**config.mk**
```make
export PLATFORM = sky130hd
export DESIGN_NAME = fibo_gen_param
export DESIGN_NICKNAME = d
export VERILOG_FILES = /design/src/rtl/fibo_pkg.sv /design/src/rtl/fibo_gen_param_step_add.sv /design/src/rtl/fibo_gen_param.sv
export SDC_FILE = /design/constraint.sdc
export NUM_CORES = 1
export LEC_CHECK = 0
export ABC_CLOCK_PERIOD_IN_PS = 2600
export CAP_MARGIN = 10
export CORE_UTILIZATION = 45
export CTS_CLUSTER_SIZE = 16
export DETAILED_ROUTE_END_ITERATION = 10
export PLACE_DENSITY = 0.78
export SYNTH_ARGS = -nofsm -noshare
export SYNTH_HDL_FRONTEND = slang
export SYNTH_SLANG_ARGS = --single-unit
```
**constraint.sdc**
```tcl
create_clock -name clk -period 2.6 [get_ports clk]
set_clock_uncertainty 0.2 [all_clocks]
set_input_delay 0.26 -clock clk [delete_from_list [all_inputs] [get_ports clk]]
set_output_delay 0.26 -clock clk [all_outputs]
set_load 0.03 [all_outputs]
```
**src/rtl/fibo_pkg.sv**
```systemverilog
// Shared encodings for the Fibonacci stream generator.
package fibo_pkg;

    // Overflow policy encodings; the fourth code is reserved and behaves as wrap.
    localparam logic [1:0] FIBO_WRAP    = 2'd0;
    localparam logic [1:0] FIBO_RESTART = 2'd1;
    localparam logic [1:0] FIBO_HALT    = 2'd2;

    // Generator FSM states.
    localparam logic [0:0] ST_RUN  = 1'b0;
    localparam logic [0:0] ST_DONE = 1'b1;

endpackage

```
**src/rtl/fibo_gen_param_step_add.sv**
```systemverilog
// Width-generic adder returning the truncated sum and the carry out.
module fibo_step_add #(
    parameter int unsigned WIDTH = 8
) (
    input  logic [WIDTH-1:0] a_i,
    input  logic [WIDTH-1:0] b_i,
    output logic [WIDTH-1:0] sum_c,
    output logic             carry_c
);

    // Extend both operands by one bit so the carry lands in the top bit.
    assign {carry_c, sum_c} = {1'b0, a_i} + {1'b0, b_i};

endmodule

```
**src/rtl/fibo_gen_param.sv**
```systemverilog
// Parametrised Fibonacci stream source with loadable seeds, valid/ready output
// and selectable overflow policy (wrap, restart, halt).
module fibo_gen_param
    import fibo_pkg::*;
#(
    parameter int unsigned     WIDTH = 8,
    parameter int unsigned     IDX_W = 8,
    parameter logic [WIDTH-1:0] SEED0 = WIDTH'(0),
    parameter logic [WIDTH-1:0] SEED1 = WIDTH'(1)
) (
    input  logic             clk,
    input  logic             reset,
    input  logic             en,
    input  logic             load,
    input  logic [WIDTH-1:0] seed_a,
    input  logic [WIDTH-1:0] seed_b,
    input  logic [1:0]       mode,
    input  logic             out_ready,
    output logic [WIDTH-1:0] fibo_series,
    output logic             out_valid,
    output logic [IDX_W-1:0] term_idx,
    output logic             overflow,
    output logic             done
);

    logic [WIDTH-1:0] cur_q, cur_d;
    logic [WIDTH-1:0] nxt_q, nxt_d;
    logic             nxt_ovf_q, nxt_ovf_d;
    logic [WIDTH-1:0] s0_q, s0_d;
    logic [WIDTH-1:0] s1_q, s1_d;
    logic [IDX_W-1:0] idx_q, idx_d;
    logic             overflow_q, overflow_d;
    logic             done_q, done_d;
    logic [0:0]       state_q, state_d;

    logic [WIDTH-1:0] sum_c;
    logic             carry_c;
    logic             xfer_c;

    // Next-term adder: cur + nxt with carry.
    fibo_step_add #(
        .WIDTH (WIDTH)
    ) u_step_add (
        .a_i     (cur_q),
        .b_i     (nxt_q),
        .sum_c   (sum_c),
        .carry_c (carry_c)
    );

    // Valid is gated by reset so nothing is offered while reset is held low.
    assign out_valid = en && reset && (state_q == ST_RUN);
    assign xfer_c    = out_valid && out_ready;

    // Next-state logic: load has priority over a transfer in the same cycle.
    always_comb begin
        cur_d      = cur_q;
        nxt_d      = nxt_q;
        nxt_ovf_d  = nxt_ovf_q;
        s0_d       = s0_q;
        s1_d       = s1_q;
        idx_d      = idx_q;
        overflow_d = overflow_q;
        done_d     = done_q;
        state_d    = state_q;

        if (load) begin
            s0_d       = seed_a;
            s1_d       = seed_b;
            cur_d      = seed_a;
            nxt_d      = seed_b;
            nxt_ovf_d  = 1'b0;
            idx_d      = '0;
            overflow_d = 1'b0;
            done_d     = 1'b0;
            state_d    = ST_RUN;
        end else if (xfer_c) begin
            if (!nxt_ovf_q) begin
                cur_d     = nxt_q;
                nxt_d     = sum_c;
                nxt_ovf_d = carry_c;
                idx_d     = idx_q + IDX_W'(1);
            end else begin
                case (mode)
                    FIBO_RESTART: begin
                        cur_d     = s0_q;
                        nxt_d     = s1_q;
                        nxt_ovf_d = 1'b0;
                        idx_d     = '0;
                    end
                    FIBO_HALT: begin
                        state_d = ST_DONE;
                        done_d  = 1'b1;
                    end
                    default: begin
                        // Wrap (and the reserved code): keep going, flag the truncation.
                        cur_d      = nxt_q;
                        nxt_d      = sum_c;
                        nxt_ovf_d  = carry_c;
                        idx_d      = idx_q + IDX_W'(1);
                        overflow_d = 1'b1;
                    end
                endcase
            end
        end
    end

    // State registers with synchronous active-low reset.
    always_ff @(posedge clk) begin
        if (!reset) begin
            cur_q      <= SEED0;
            nxt_q      <= SEED1;
            nxt_ovf_q  <= 1'b0;
            s0_q       <= SEED0;
            s1_q       <= SEED1;
            idx_q      <= '0;
            overflow_q <= 1'b0;
            done_q     <= 1'b0;
            state_q    <= ST_RUN;
        end else begin
            cur_q      <= cur_d;
            nxt_q      <= nxt_d;
            nxt_ovf_q  <= nxt_ovf_d;
            s0_q       <= s0_d;
            s1_q       <= s1_d;
            idx_q      <= idx_d;
            overflow_q <= overflow_d;
            done_q     <= done_d;
            state_q    <= state_d;
        end
    end

    assign fibo_series = cur_q;
    assign term_idx    = idx_q;
    assign overflow    = overflow_q;
    assign done        = done_q;

endmodule

```
==> Yosys cells after proc, flatten, opt, wreduce, memory -nomap -nowiden <==
Cells that the tools add are included.
{ "word_totals": {"word_cells": 39, "regBits": 43, "out_inout_bits": 19, "input_bits": 23} }
{ "op_classes": {"bitwise_logic": 3, "n_eq_ne": 4, "n_mux": 12, "add_sub_neg": 2, "n_reduce_logical": 10} }
{ "op_table": {"columns": ["cell", "n"], "rows": [
  ["$mux 8", 7],
  ["$pmux 8 s2", 3],
  ["$add 8x8->9", 1],
  ["$add 8x1->8 const B", 1],
  ["$reduce_and 3->1", 2],
  ["$reduce_and 2->1", 2],
  ["$reduce_or 2->1", 2],
  ["$logic_and 1x1->1", 3],
  ["$ne 3x3->1 const B", 1],
  ["$not 1->1", 3],
  ["$eq 2x1->1 const B", 1],
  ["$eq 2x2->1 const B", 1],
  ["$ne 2x2->1 const B", 1],
  ["$pmux 1 s2", 1],
  ["$reduce_bool 2->1", 1],
  ["$mux 1", 1]
]} }

==> Longest topological paths before layout <==
{ "logic_depth": {"word_depth": 5, "mapped_depth": 8, "mapped_depth_nobuf": 8} }

==> Hierarchy <==
From an unflattened synthesis, not the netlist that was laid out.
{ "hier_totals": {"cells_unflattened": 281, "hier_area_um2": 2464.9} }
{ "modules_own_cells": {"columns": ["mod", "instances", "cells_each", "seq_area_each_um2", "area_each_um2"], "rows": [
  ["fibo_gen_param", 1, 239, 860.8, 2140.8],
  ["fibo_step_add", 1, 42, 0.0, 324.1]
]} }

==> Worst setup path after synthesis <==
OpenSTA, ideal clock, no wires.
{ "synth_timing": {"kind": "reg-to-reg", "startpoint": "register cur_q[0], in the netlist fibo_series[0]", "endpoint": "register nxt_ovf_q", "n_path_buf": 0, "t_required_ps": 2330, "setup_ps": 70, "period_less_slack_ps": 2450, "setup_slack_ps": 150, "t_arrival_ps": 2180, "stages_incl_launch_ff": 9, "path_cell_list": "dfxtp_1 ha_1 inv_1 fa_1 nor2b_1 o221ai_1 o2bb2ai_1 or4_1 a21oi_1"} }
{ "synth_between": {"elab_chain_len": 3} }
{ "synth_rtl": {"columns": ["element", "line_no", "source"], "rows": [
  ["start: declaration", "fibo_gen_param.sv:26", "logic [WIDTH-1:0] cur_q, cur_d;"],
  ["start signal: assignment", "fibo_gen_param.sv:120", "cur_q <= cur_d;"],
  ["$add 8x8->9 *", "fibo_gen_param_step_add.sv:12", "assign {carry_c, sum_c} = {1'b0, a_i} + {1'b0, b_i};"],
  ["$pmux 1 s2", "fibo_gen_param.sv:83", "case (mode)"],
  ["$mux 1 *", "fibo_gen_param.sv:77", "if (!nxt_ovf_q) begin"],
  ["end signal: assignment", "fibo_gen_param.sv:122", "nxt_ovf_q <= nxt_ovf_d;"],
  ["end: declaration", "fibo_gen_param.sv:28", "logic nxt_ovf_q, nxt_ovf_d;"]
]} }
Every way passes the cells marked *; elsewhere a longest branch is shown, timed or not.
A chain may end at the register's enable or synchronous reset.

==> Worst setup path after layout <==
Same ends and word-level chain as after synthesis.

==> impl_metrics.tcl <==
set metrics [dict create \
    final_util_pct 59.8 \
    synth-seq-cells 43 \
    post_cts_buffers 0 \
    maxCapViolCount 0 \
    crit_slowest_cell "or4_1" \
    drtAntennaViolNets 0 \
    p_seq_share_pct 52.1 \
    synth_async_sr_flop_share_pct 0 \
    worst_pin_slew_ns 0.400 \
    cp_max_fo 3 \
    avgSynthCellArea_um2 8.61 \
    antenna_found_initial 0 \
    grt_pass1_vias 1830 \
    r2r_start "fibo_series[0]" \
    min_period_ns 2.46 \
    hold_viol 0 \
    finalSetupViolCount 0 \
    cts_tree "done" \
    internal_power_w 0.00100 \
    final_cell_mix "dfxtp_1, nand2_1, clkdlybuf4s50_1" \
    rows 25 \
    final_common_cell "dfxtp_1" \
    gp_congestion 0.829 \
    r2r_slack_ns 0.14 \
    fp.dieH_um 73.5 \
    endpoint_kind "flop" \
    ys_seq_area_share_pct 37.4 \
    vias_per_cell 5.27 \
    syn_nets 302 \
    core_area_mm2 0.00482 \
    power.density_mw_per_mm2 474 \
    h-tree-depth 2 \
    hpwl_mm 3.57 \
    grt_start_max_net_pins 26 \
    yosys.cell_types.count 45 \
    grt-ovfl-total 0 \
    cts_sinks 43 \
    n_antenna_cell 0 \
    power_frac_clock_pct 30.1 \
    drt-total-wl_mm 4.94 \
    setup_tns_ns 0 \
    port_buffers 41 \
    clkSlewWorstSetupHoldPaths_ns 0.08 \
    worstPathCellList "ha_1, inv_1, fa_1, nor2b_2, o221ai_1, o2bb2ai_1, or4_1, a21oi_1" \
    drt-initial-drc-count 98 \
    cts_resized 0 \
    crit_start "fibo_series[0]" \
    ctsLongestPathBuffers 2 \
    ios 42 \
    crit_buf_inv 1 \
    min_to "overflow" \
    wl_per_cell_um 13.1 \
    dieWidth_um 73.5 \
    drc 0 \
    rr_endpoint "nxt_ovf_q" \
    holdWs_ns 0.283 \
    hp-start "overflow" \
    fmax_mhz 406 \
    netlist_area_mm2 0.00230 \
    drtPass1Iterations 4 \
    cts_root_buf "clkbuf_8" \
    cp.required_ns 2.63 \
    track_usage_pct 19.8 \
    slowest_delay_ns 0.53 \
    cts_made_buffers 5 \
    ys.warnings.count 0 \
    worstPathArrival_ns 2.49 \
    nets 345 \
    insertion_delay_ns 0.30 \
    holdBufCountCts 0 \
    crit_type "reg2reg" \
    area_growth_pct 25.2 \
    rsz0062_at_grt "no" \
    vias 1993 \
    dp_cells 370 \
    die_area_mm2 0.00540 \
    seq_area_um2 861 \
    multiInputGateArea_mm2 0.00135 \
    start_util_pct 47.7 \
    worst_hold_path.num_cells 2 \
    switching_share_pct 26.7 \
    period_share_pct 94.7 \
    p_sw_w 0.000365 \
    status "finished, final reports clean" \
    pwr-share-comb_pct 17.8 \
    fin_cells 378 \
    fillers 441 \
    synth-main-ff-cell "dfxtp_1" \
    syn-instance-count 267 \
    grt_pass1_wl_mm 8.14 \
    maxSlewViolCount 0 \
    ir_drop_v 0.000300 \
    cellLeakagePower_nw 1.13 \
    drive_above_1_share_pct 7.07 \
    r2r_cells 8 \
    crit_family "simple AND/OR/NAND/NOR gates" \
    start_kind "flop" \
    relSlewSlack_pct 73.0 \
    holdCritPathClass "reg2reg" \
    synth_edf_count 0 \
]
==> metal layers <==
layer  up-vias  GRT usage (%)  part of all wire, %  routed length (um)
met1       916           24.8                   46                2260
met3         8           3.29                  4.2                 210
met2        47           33.5                   48                2390
met5         -              0                    0                   0
li1       1022              -                    -                   -
met4         0           8.33                  1.7                  82
==> final cells by class <==
type / count / area share [%]
Timing Repair Buffer: 50 / 16.5
Tap cell: 67 / 2.91
Inverter: 7 / 0.912
Clock inverter: 1 / 0.174
Sequential cell: 43 / 29.9
Clock buffer: 7 / 2.65
Multi-Input combinational cell: 203 / 47.0
==> kinds of logic after synthesis <==
family                     share of synthesized area, %
AOI/OAI and AO/OA                                  23.0
xor gates and xnor gates                           4.19
adders and majority gates                          6.86
buffers and inverters                              3.86
DFF                                                37.4
muxes                                              2.18
and+or+nand+nor                                    22.5
==> flip-flops by register name (all words and copies together), names as in the netlist <==
| signal | flops |
|---|---|
| nxt_q | 8 |
| nxt_ovf_q | 1 |
| overflow | 1 |
| s0_q | 8 |
| fibo_series | 8 |
| term_idx | 8 |
| state_q | 1 |
| s1_q | 8 |
==> cell usage after synthesis (all sizes together) (7+ instances only) <==
| master | count | area, um^2 |
|---|---|---|
| a21boi | 20 | 150 |
| a21oi | 14 | 81.3 |
| nor2 | 22 | 82.6 |
| xnor2 | 7 | 61.3 |
| o21ai | 8 | 40.0 |
| clkbuf | 11 | 41.3 |
| inv | 7 | 26.3 |
| a311o | 8 | 80.1 |
| nand2b | 13 | 81.3 |
| nand2 | 41 | 154 |
| dfxtp | 43 | 861 |
| ha | 11 | 138 |
==> worst max-delay path by stage <==
stage / endpoint / slack, ns / depth (start not counted)
finish: nxt_ovf_q / 0.14 / 8
global placement: nxt_ovf_q / 0.19 / 8
floorplan: nxt_ovf_q / 0.15 / 8
detailed placement: fibo_series[0] / 0.14 / 8
global route: nxt_ovf_q / 0.0002 / 8
CTS: nxt_ovf_q / 0.09 / 8
==> tightest hold or removal path: stages, from the launching register on <==
cell     delay [ns]
dfxtp_1        0.34
a31oi_1        0.04
nor2_1         0.07
==> power groups by stage <==
stage	combinational (W)	sequential (W)	clock, W
after global routing	0.000267	0.000716	0.000443
after floorplan	0.000140	0.000738	0
after detailed placement	0.000241	0.000727	0
after global placement	0.000238	0.000727	0
final	0.000243	0.000712	0.000411
after CTS	0.000243	0.000712	0.000425
==> stage by stage <==
| stage | area, um^2 | power (W) | setup slack (ns) |
|---|---|---|---|
| floorplan | 2300 | 0.000878 | 0.150 |
| global placement | 2800 | 0.000964 | 0.186 |
| detailed placement | 2800 | 0.000968 | 0.140 |
| CTS | 2880 | 0.00138 | 0.0942 |
| global route | 2880 | 0.00143 | 0.000227 |
| finish | 2880 | 0.00137 | 0.138 |
(Power assumes the default switching activity.)
